<file path="config.mk">
export PLATFORM = sky130hd
export DESIGN_NAME = div_nbits_flat
export DESIGN_NICKNAME = d
export VERILOG_FILES = /design/src/rtl/div_nbits_pkg.sv /design/src/rtl/div_nbits_if.sv /design/src/rtl/div_nbits_step.sv /design/src/rtl/div_nbits.sv /design/src/flat_wrapper.sv
export SDC_FILE = /design/constraint.sdc
export NUM_CORES = 1
export LEC_CHECK = 0
export BUFFER_PORTS_ARGS = -buffer_cell sky130_fd_sc_hd__buf_2
export CAP_MARGIN = 20
export CORE_ASPECT_RATIO = 0.6
export CORE_MARGIN = 8
export CORE_UTILIZATION = 45
export DETAILED_ROUTE_END_ITERATION = 7
export GPL_ROUTABILITY_DRIVEN = 1
export HOLD_SLACK_MARGIN = 0.15
export PLACE_DENSITY_LB_ADDON = 0.25
export SLEW_MARGIN = 10
export SYNTH_ARGS = -nofsm -noshare
export SYNTH_HDL_FRONTEND = slang
export SYNTH_SLANG_ARGS = --single-unit
</file>
<file path="constraint.sdc">
create_clock -name clk -period 5.1 [get_ports clk]
set_input_delay 0.51 -clock clk [delete_from_list [all_inputs] [get_ports clk]]
set_output_delay 0.51 -clock clk [all_outputs]
set_load 0.02 [all_outputs]
</file>
<file path="src/rtl/div_nbits_pkg.sv">
// Shared definitions for the div_nbits restoring divider: state encoding,
// default width and counter sizing.
package div_nbits_pkg;

  localparam int DIV_N = 18;

  localparam logic [1:0] ST_IDLE = 2'd0;
  localparam logic [1:0] ST_CALC = 2'd1;
  localparam logic [1:0] ST_DONE = 2'd2;

  typedef enum logic [1:0] {
    IDLE = ST_IDLE,
    CALC = ST_CALC,
    DONE = ST_DONE
  } div_state_t;

  // The counter must hold 2N itself, hence 2N+1 distinct values.
  function automatic int cnt_width(input int n);
    return $clog2(2 * n + 1);
  endfunction

  localparam int DIV_CNT_W = cnt_width(DIV_N);

endpackage

</file>
<file path="src/rtl/div_nbits_if.sv">
// Operand/result handshake bundle for div_nbits. The master supplies operands
// and consumes results; the slave is the divider.
interface div_nbits_if
  import div_nbits_pkg::*;
#(
  parameter int N = DIV_N
);

  logic           In_valid;
  logic           In_ready;
  logic [2*N-1:0] Dividend;
  logic [N-1:0]   Divisor;
  logic           Out_valid;
  logic           Out_ready;
  logic [2*N-1:0] Quotient;
  logic [N-1:0]   Remainder;
  logic           Div0;

  modport master (
    output In_valid, Dividend, Divisor, Out_ready,
    input  In_ready, Out_valid, Quotient, Remainder, Div0
  );

  modport slave (
    input  In_valid, Dividend, Divisor, Out_ready,
    output In_ready, Out_valid, Quotient, Remainder, Div0
  );

endinterface

</file>
<file path="src/rtl/div_nbits_step.sv">
// One restoring-division iteration: shift the next dividend bit into the
// partial remainder and subtract the divisor if it fits.
module div_step
  import div_nbits_pkg::*;
#(
  parameter int N = DIV_N
) (
  input  logic [N-1:0] r_in,
  input  logic         bit_in,
  input  logic [N-1:0] d,
  output logic [N-1:0] r_out,
  output logic         q_bit
);

  // The shifted value needs N+1 bits; the result is always below d, so N suffice.
  logic [N:0] r_shift;
  logic [N:0] r_sub;

  always_comb begin
    r_shift = {r_in, bit_in};
    r_sub   = r_shift - {1'b0, d};
    q_bit   = (r_shift >= {1'b0, d});
    r_out   = q_bit ? r_sub[N-1:0] : r_shift[N-1:0];
  end

endmodule

</file>
<file path="src/rtl/div_nbits.sv">
// Sequential restoring divider: 2N-bit dividend / N-bit divisor, one quotient
// bit per clock. Define DIV_EARLY_EXIT_EN to skip the dividend's leading zeros.
module div_nbits
  import div_nbits_pkg::*;
#(
  parameter int N = DIV_N
) (
  input  logic        clk,
  input  logic        Rst_n,
  div_nbits_if.slave  bus
);

  localparam int QW = 2 * N;
  localparam int CW = cnt_width(N);

  div_state_t      state_reg, state_next;
  logic [QW-1:0]   q_reg, q_next;
  logic [N-1:0]    r_reg, r_next;
  logic [N-1:0]    d_reg, d_next;
  logic [CW-1:0]   cnt_reg, cnt_next;
  logic            div0_reg, div0_next;
  logic            live_reg;

  logic            in_ready;
  logic            done;
  logic [N-1:0]    step_r;
  logic            step_q;
  logic [QW-1:0]   load_q;
  logic [CW-1:0]   load_cnt;

  div_step #(.N(N)) u_step (
    .r_in   (r_reg),
    .bit_in (q_reg[QW-1]),
    .d      (d_reg),
    .r_out  (step_r),
    .q_bit  (step_q)
  );

`ifdef DIV_EARLY_EXIT_EN
  logic [CW-1:0] lz;

  // Leading zeros shift only zeros into R and Q, so skipping them is exact.
  always_comb begin
    lz = CW'(QW);
    for (int i = 0; i < QW; i++) begin
      if (bus.Dividend[i]) lz = CW'(QW - 1 - i);
    end
    load_q   = bus.Dividend << lz;
    load_cnt = (lz == CW'(QW)) ? CW'(1) : CW'(QW) - lz;
  end
`else
  always_comb begin
    load_q   = bus.Dividend;
    load_cnt = CW'(QW);
  end
`endif

  assign in_ready = live_reg && (state_reg == IDLE);
  assign done     = (state_reg == DONE);

  always_comb begin
    state_next = state_reg;
    q_next     = q_reg;
    r_next     = r_reg;
    d_next     = d_reg;
    cnt_next   = cnt_reg;
    div0_next  = div0_reg;
    case (state_reg)
      IDLE: begin
        if (bus.In_valid && in_ready) begin
          d_next    = bus.Divisor;
          r_next    = '0;
          div0_next = 1'b0;
          if (bus.Divisor == '0) begin
            q_next     = '1;
            r_next     = bus.Dividend[N-1:0];
            div0_next  = 1'b1;
            cnt_next   = '0;
            state_next = DONE;
          end else begin
            q_next     = load_q;
            cnt_next   = load_cnt;
            state_next = CALC;
          end
        end
      end
      CALC: begin
        q_next   = {q_reg[QW-2:0], step_q};
        r_next   = step_r;
        cnt_next = cnt_reg - CW'(1);
        if (cnt_reg == CW'(1)) state_next = DONE;
      end
      DONE: begin
        if (bus.Out_ready) state_next = IDLE;
      end
      default: state_next = IDLE;
    endcase
  end

  always_comb begin
    bus.In_ready  = in_ready;
    bus.Out_valid = done;
    bus.Quotient  = done ? q_reg : '0;
    bus.Remainder = done ? r_reg : '0;
    bus.Div0      = done ? div0_reg : 1'b0;
  end

  always_ff @(posedge clk) begin
    if (!Rst_n) begin
      state_reg <= IDLE;
      q_reg     <= '0;
      r_reg     <= '0;
      d_reg     <= '0;
      cnt_reg   <= '0;
      div0_reg  <= 1'b0;
      live_reg  <= 1'b0;
    end else begin
      state_reg <= state_next;
      q_reg     <= q_next;
      r_reg     <= r_next;
      d_reg     <= d_next;
      cnt_reg   <= cnt_next;
      div0_reg  <= div0_next;
      live_reg  <= 1'b1;
    end
  end

endmodule

</file>
<file path="src/flat_wrapper.sv">
// flat-port wrapper written by rule: the top's interface ports become plain ports
module div_nbits_flat import div_nbits_pkg::*;
#(
  parameter int N = DIV_N
)
  (clk, Rst_n, bus_In_valid, bus_Dividend, bus_Divisor, bus_Out_ready, bus_In_ready, bus_Out_valid, bus_Quotient, bus_Remainder, bus_Div0);
  div_nbits_if #(.N(N)) bus_i ();
  input  logic clk;
  input  logic Rst_n;
  input wire logic [$bits(bus_i.In_valid)-1:0] bus_In_valid;
  input wire logic [$bits(bus_i.Dividend)-1:0] bus_Dividend;
  input wire logic [$bits(bus_i.Divisor)-1:0] bus_Divisor;
  input wire logic [$bits(bus_i.Out_ready)-1:0] bus_Out_ready;
  output wire logic [$bits(bus_i.In_ready)-1:0] bus_In_ready;
  output wire logic [$bits(bus_i.Out_valid)-1:0] bus_Out_valid;
  output wire logic [$bits(bus_i.Quotient)-1:0] bus_Quotient;
  output wire logic [$bits(bus_i.Remainder)-1:0] bus_Remainder;
  output wire logic [$bits(bus_i.Div0)-1:0] bus_Div0;
  assign bus_i.In_valid = bus_In_valid;
  assign bus_i.Dividend = bus_Dividend;
  assign bus_i.Divisor = bus_Divisor;
  assign bus_i.Out_ready = bus_Out_ready;
  assign bus_In_ready = bus_i.In_ready;
  assign bus_Out_valid = bus_i.Out_valid;
  assign bus_Quotient = bus_i.Quotient;
  assign bus_Remainder = bus_i.Remainder;
  assign bus_Div0 = bus_i.Div0;
  div_nbits #(.N(N)) u_core (.clk(clk), .Rst_n(Rst_n), .bus(bus_i));
endmodule
</file>
* Word-level counts from Yosys, hierarchy flattened *
Cells that the tools add are included.

word-level totals
  output and inout port bits = 57
  register bits after elaboration = 82

operators by class
  eq/ne operators = 6
  $lt $le $gt $ge = 1
  $add $sub $neg = 2
  muxes and demuxes = 20
  reduce and logical (&&, ||, !) cells = 8

operators by type and width
  cell                                                                   number
  36-bit 2-to-1 mux                                                      3
  18-bit 2-to-1 mux                                                      4
  36-bit one-hot mux with 2 select lines                                 1
  18-bit one-hot mux with 2 select lines                                 1
  19-bit by 18-bit >= comparator with 1-bit output                       1
  18-bit logical NOT                                                     1
  18-bit subtractor                                                      1
  6-bit 2-to-1 mux                                                       2
  6-bit one-hot mux with 2 select lines                                  1
  2-bit 2-to-1 mux                                                       4
  6-bit by 1-bit equality test with 1-bit output, second input constant  1
  2-bit one-hot mux with 3 select lines                                  1
  6-bit by 1-bit subtractor with 6-bit output, second input constant     1
  2-bit != test, second input constant                                   2
  2-bit AND reduction                                                    2
  1-bit 2-to-1 mux                                                       3
  3-bit AND reduction                                                    1
  2-bit by 1-bit equality test with 1-bit output, second input constant  1
  2-bit equality test, second input constant                             1
  1-bit logical AND                                                      2
  2-bit logical NOT                                                      1
  2-bit by 1-bit != test with 1-bit output, second input constant        1
  2-bit nonzero test                                                     1

* Logic depth before layout (Yosys ltp) *
  word-level depth = 5
  mapped depth = 11
  depth with buffers taken out = 11

* Cells and area by module *
Synthesis repeated with hierarchy kept, for this count alone.

second synthesis, totals
  cell total of the unflattened synthesis = 632
  area total of the unflattened synthesis = 5102.4 sq um

by module, submodules not included
  module     instances  cells an instance  area each (sq um)
  div_nbits  1          466                3848.7
  div_step   1          166                1253.7

* Least setup slack after synthesis *
OpenSTA, ideal clock, no wires.

  kind = register to register
  start point = register u_core.d_reg[1]
  end point = register u_core.r_reg[13]
  stages on the path, launching flop included = 12
  setup slack = 2.817 ns
  required time = 5.025 ns
  arrival = 2.208 ns
  period minus slack after synthesis = 2.283 ns
  setup time = 0.075 ns
  path buffers = 1
  path through = dfxtp_1 > inv_1 > ha_1 > nor2b_1 > o21bai_2 > a31oi_2 > o211a_1 > o211a_4 > nor3_2 > buf_6 > a221oi_2 > o22ai_1

between the ends
  cells in the longest elaborated chain, start to end = 3

RTL lines
  element                                                                                       RTL line                                    source
  start: declaration                                                                            div_nbits.sv:19                             logic [N-1:0] d_reg, d_next;
  start signal: assignment                                                                      div_nbits.sv:121                            d_reg <= d_next;
  18-bit subtractor / 19-bit by 18-bit >= comparator with 1-bit output (equally long branches)  div_nbits_step.sv:21, div_nbits_step.sv:22
  18-bit 2-to-1 mux *                                                                           div_nbits_step.sv:23                        r_out = q_bit ? r_sub[N-1:0] : r_shift[N-1:0];
  18-bit one-hot mux with 2 select lines *                                                      div_nbits.sv:68                             case (state_reg)
  end signal: assignment                                                                        div_nbits.sv:120                            r_reg <= r_next;
  end: declaration                                                                              div_nbits.sv:18                             logic [N-1:0] r_reg, r_next;

Every way passes the cells marked *; elsewhere a longest branch is shown, timed or not.
A chain may end at the register's enable or synchronous reset.

* Worst setup path after layout *
  start point = register u_core.state_reg[0]
  end point = register u_core.cnt_reg[2]

between the ends
  cells in the longest elaborated chain, start to end = 5

RTL lines
  element                        RTL line                          source
  start: declaration             div_nbits.sv:16                   div_state_t state_reg, state_next;
  start signal: assignment       div_nbits.sv:118                  state_reg <= state_next;
  2-bit logical NOT              div_nbits.sv:58, div_nbits.sv:68
  1-bit logical AND              div_nbits.sv:58                   assign in_ready = live_reg && (state_reg == IDLE);
  1-bit logical AND              div_nbits.sv:70                   if (bus.In_valid && in_ready) begin
  2-bit != test (no line)        --
  2-bit AND reduction (no line)  --
  end signal: assignment         div_nbits.sv:122                  cnt_reg <= cnt_next;
  end: declaration               div_nbits.sv:20                   logic [CW-1:0] cnt_reg, cnt_next;

Parallel ways exist; a longest one is shown, timed or not.

==> run summary <==
The I/O pin count came out at 115. Ranked by total cell area, the synthesized netlist is headed by sky130_fd_sc_hd__dfxtp_1, sky130_fd_sc_hd__o221ai_2, sky130_fd_sc_hd__and2_1. Dividing the final minimum period by the clock period gives 59.3%. For the worst setup path, the data required time is 5.28 ns. From bottom edge to top edge, the die measures 99.9 um. The total clock buffers created by CTS came out at 9.

The aggregate global routing overflow came out at 0. TritonCTS built the clock tree. For this block, the via count after detailed routing is 4872. By instance count, the leading cell after synthesis is sky130_fd_sc_hd__nand2_1. The hold violation count in the final report was 0.

The horizontal die dimension came out at 156 um. The max-slew violation count is 0. The estimated wirelength of the detail-placed design came out at 11300 um. For this run, the post-layout net count is 768. The area of placed instances came out at 0.00583 sq mm. The congestion estimate from routability-driven global placement came to 0.910.

0 antenna diodes ended up in the layout. After global routing, the most crowded layer is met2. The wire length of the first global-routing pass is 24600 um. The share of Yosys cell area claimed by the top area cell type is 31.1%.

The post-synthesis sequential element count is 82. The sequential element share of the synthesized area is 31.1%. The fraction of layout cells with a size suffix above 1 is 30.6%. The share of synthesized flip-flops with an asynchronous set or reset came out at 0%.

The clock network latency to the later pin of the worst-skew pair came out at 0.34 ns. The routing usage on met1 came out at 26.9%. The most used flip-flop cell after synthesis is sky130_fd_sc_hd__dfxtp_1. The maximum resistive drop on vdd is 179 uV. The arrival time at the worst endpoint is 3.20 ns. The worst hold path belongs to the class input port to register.

Setup total negative slack on the finished layout was measured at 0 ns. The final design instance area without fill came out at 0.00610 sq mm. The area of the core is 0.0114 sq mm. The number of warnings issued by yosys came out at 0. The number of stages on the worst hold path is 3. CTS placed an instance of sky130_fd_sc_hd__clkbuf_16 at the clock tree root. The post-layout minimum cycle time came out at 3.02 ns.

The post-route DRC violation count came out at 0. The number of cells on the worst reg-to-reg path is 6. Before antenna repair, the detailed router went through 4 iterations. The DRC violation total after the first TritonRoute iteration is 348. The average vias per placed instance came out at 5.71.

The floorplan row count came out at 30. The synthesized design spends more area on one cell type than any other, namely sky130_fd_sc_hd__dfxtp_1. The tightest hold margin is 0.417 ns. Setup repair after global routing left no endpoint under its margin. The synthesized instance count is 599. The setup clock skew after layout came out at 0.00469 ns. STA classifies the critical path startpoint as a register.

In this run the remaining antenna-violating nets after routing total 0. The number of buffers between clock root and the deepest sink is 2. Counting the fill cells in the layout gives 1130. The number of global-route vias before repair was 4770. The worst-case headroom to the max-slew limit came out at 27.3%. The critical path class is register to register.

The area added between synthesis and finish came out at 15.6%. The number of nets in the synthesized netlist came out at 678. Wires add up to 15400 um.

The number of flops mapped to enable cells by yosys is 0. The global routing usage on met2 is 29.1%. The tool flagged a number of max-cap violations equal to 0. The upper clock frequency limit is 0.331 GHz. The total setup buffers inserted after CTS is 0. Hold repair after CTS inserted 0 buffers. Global routing consumed, over all layers together, 19.4% of the routing resources. The count of cell types in the netlist is 67. The leakage power summed over all cells came out at 2.44 nW. STA classifies the critical path endpoint as a register. In this run the number of H-tree levels came out at 3. For this run, the share of the core covered by cells in the final layout is 53.7%. The slew at the pin closest to its max-slew limit came out at 1.09 ns. The total number of clock tree sinks came out at 82.

The number of antenna violations at the first check in global routing is 0. The largest fanout on the critical path is 28. The setup violation total in the final timing report came out at 0. Port buffering added 114 buffers. The run finished with clean final reports. The flip-flop count of the largest register after layout came out at 36. The total die area is 0.0156 sq mm. The mapped netlist covers 0.00528 sq mm. In the global route stage, met3 resource usage came out at 5.45%. The mean instance size in the synthesized netlist is 8.82 sq um. The maximum number of pins on one net before global-route repair came out at 60. The quantity of gates resized following cts came out at 0.

The commonest cells after synthesis are sky130_fd_sc_hd__nand2_1, sky130_fd_sc_hd__dfxtp_1, sky130_fd_sc_hd__and2_1, sky130_fd_sc_hd__o21ai_0, sky130_fd_sc_hd__a21oi_1. The detailed-route wire length per cell came out at 18.1 um. The starting density of the core is 46.4%. The power density normalized to cell area came out at 330 mW/mm^2.

After clock tree synthesis, the clock-pin slew on the worst setup and hold paths is 0.06 ns.
==> layout make-up <==
class | instances | area (sq um) | area share, %
well taps | 160 | 200 | 3.28
clock inverters | 3 | 17.5 | 0.287
inverters | 23 | 86.3 | 1.41
multi-input cells | 453 | 3300 | 54.1
flip-flops and latches | 82 | 1640 | 26.9
clock buffers | 12 | 236 | 3.87
repair buffers | 120 | 619 | 10.1
==> cells in the final DEF, fill, tap and decap left out, types with 4 or more instances in the layout <==
cell type / Yosys / final
sky130_fd_sc_hd__a21boi_0: 23 / 23
sky130_fd_sc_hd__a21boi_2: 27 / 27
sky130_fd_sc_hd__a21oi_1: 28 / 28
sky130_fd_sc_hd__a221oi_1: 5 / 5
sky130_fd_sc_hd__a221oi_2: 7 / 7
sky130_fd_sc_hd__and2_1: 58 / 57
sky130_fd_sc_hd__buf_2: 8 / 114
sky130_fd_sc_hd__buf_4: 3 / 5
sky130_fd_sc_hd__clkbuf_16: 0 / 9
sky130_fd_sc_hd__dfxtp_1: 82 / 82
sky130_fd_sc_hd__ha_1: 20 / 20
sky130_fd_sc_hd__inv_1: 23 / 23
sky130_fd_sc_hd__nand2_1: 87 / 87
sky130_fd_sc_hd__nand2b_1: 6 / 5
sky130_fd_sc_hd__nand3_1: 12 / 12
sky130_fd_sc_hd__nor2_1: 18 / 17
sky130_fd_sc_hd__nor2b_1: 7 / 5
sky130_fd_sc_hd__nor3_1: 7 / 7
sky130_fd_sc_hd__nor4_1: 4 / 4
sky130_fd_sc_hd__o211ai_1: 4 / 4
sky130_fd_sc_hd__o21a_1: 5 / 5
sky130_fd_sc_hd__o21ai_0: 32 / 32
sky130_fd_sc_hd__o221ai_1: 8 / 8
sky130_fd_sc_hd__o221ai_2: 27 / 27
sky130_fd_sc_hd__o22ai_1: 8 / 8
sky130_fd_sc_hd__o31ai_1: 4 / 4
sky130_fd_sc_hd__xnor2_1: 6 / 6
sky130_fd_sc_hd__xor2_1: 7 / 7
==> critical path, cell delays in order, from the launching register on <==
cell	delay (ns)
sky130_fd_sc_hd__dfxtp_1	0.37
sky130_fd_sc_hd__nor3b_1	0.38
sky130_fd_sc_hd__nand2_1	0.61
sky130_fd_sc_hd__nand2_1	0.98
sky130_fd_sc_hd__o21ai_0	0.21
sky130_fd_sc_hd__a21oi_1	0.20
sky130_fd_sc_hd__a21boi_0	0.11
==> final timing paths <==
| kind | startpoint | to | slack [ns] |
|---|---|---|---|
| hold / removal | bus_Dividend[29] | u_core.q_reg[29] | 0.42 |
| setup reg to reg | u_core.state_reg[0] | u_core.cnt_reg[2] | 2.08 |
| setup / recovery | u_core.state_reg[0] | u_core.cnt_reg[2] | 2.08 |
| hold reg to reg | u_core.d_reg[5] | u_core.d_reg[5] | 0.46 |
==> power breakdown <==
part	switching [W]	internal (W)
combinational	0.000398	0.000271
clock	0.000254	0.000326
sequential	0.0000619	0.000704
==> logic make-up after synthesis <==
logic type               after synthesis  share of synthesized area [%]
AND/OR/NAND/NOR                      215                           20.8
AO/OA/AOI/OAI                        204                           34.1
flip-flops                            82                           31.1
buffers and inverters                 64                           6.68
adder cells (fa/ha/maj)               21                           5.12
XOR/XNOR                              13                           2.16
==> metal layers <==
metal / wire [um] / vias to the layer above
met3: 1290 / 14
li1: - / 2348
met5: 0 / -
met1: 7370 / 2335
met4: 145 / 0
met2: 6630 / 175
==> per-stage QoR <==
stage	total power [W]	setup WS, ns	cells
2_1_floorplan	0.00127	2.82	599
3_3_place_gp	0.00141	2.14	836
3_5_place_dp	0.00143	2.08	836
4_1_cts	0.00201	2.04	851
5_1_grt	0.00212	1.76	853
6_report	0.00201	2.08	853
Power figures use the tool's default switching activity.
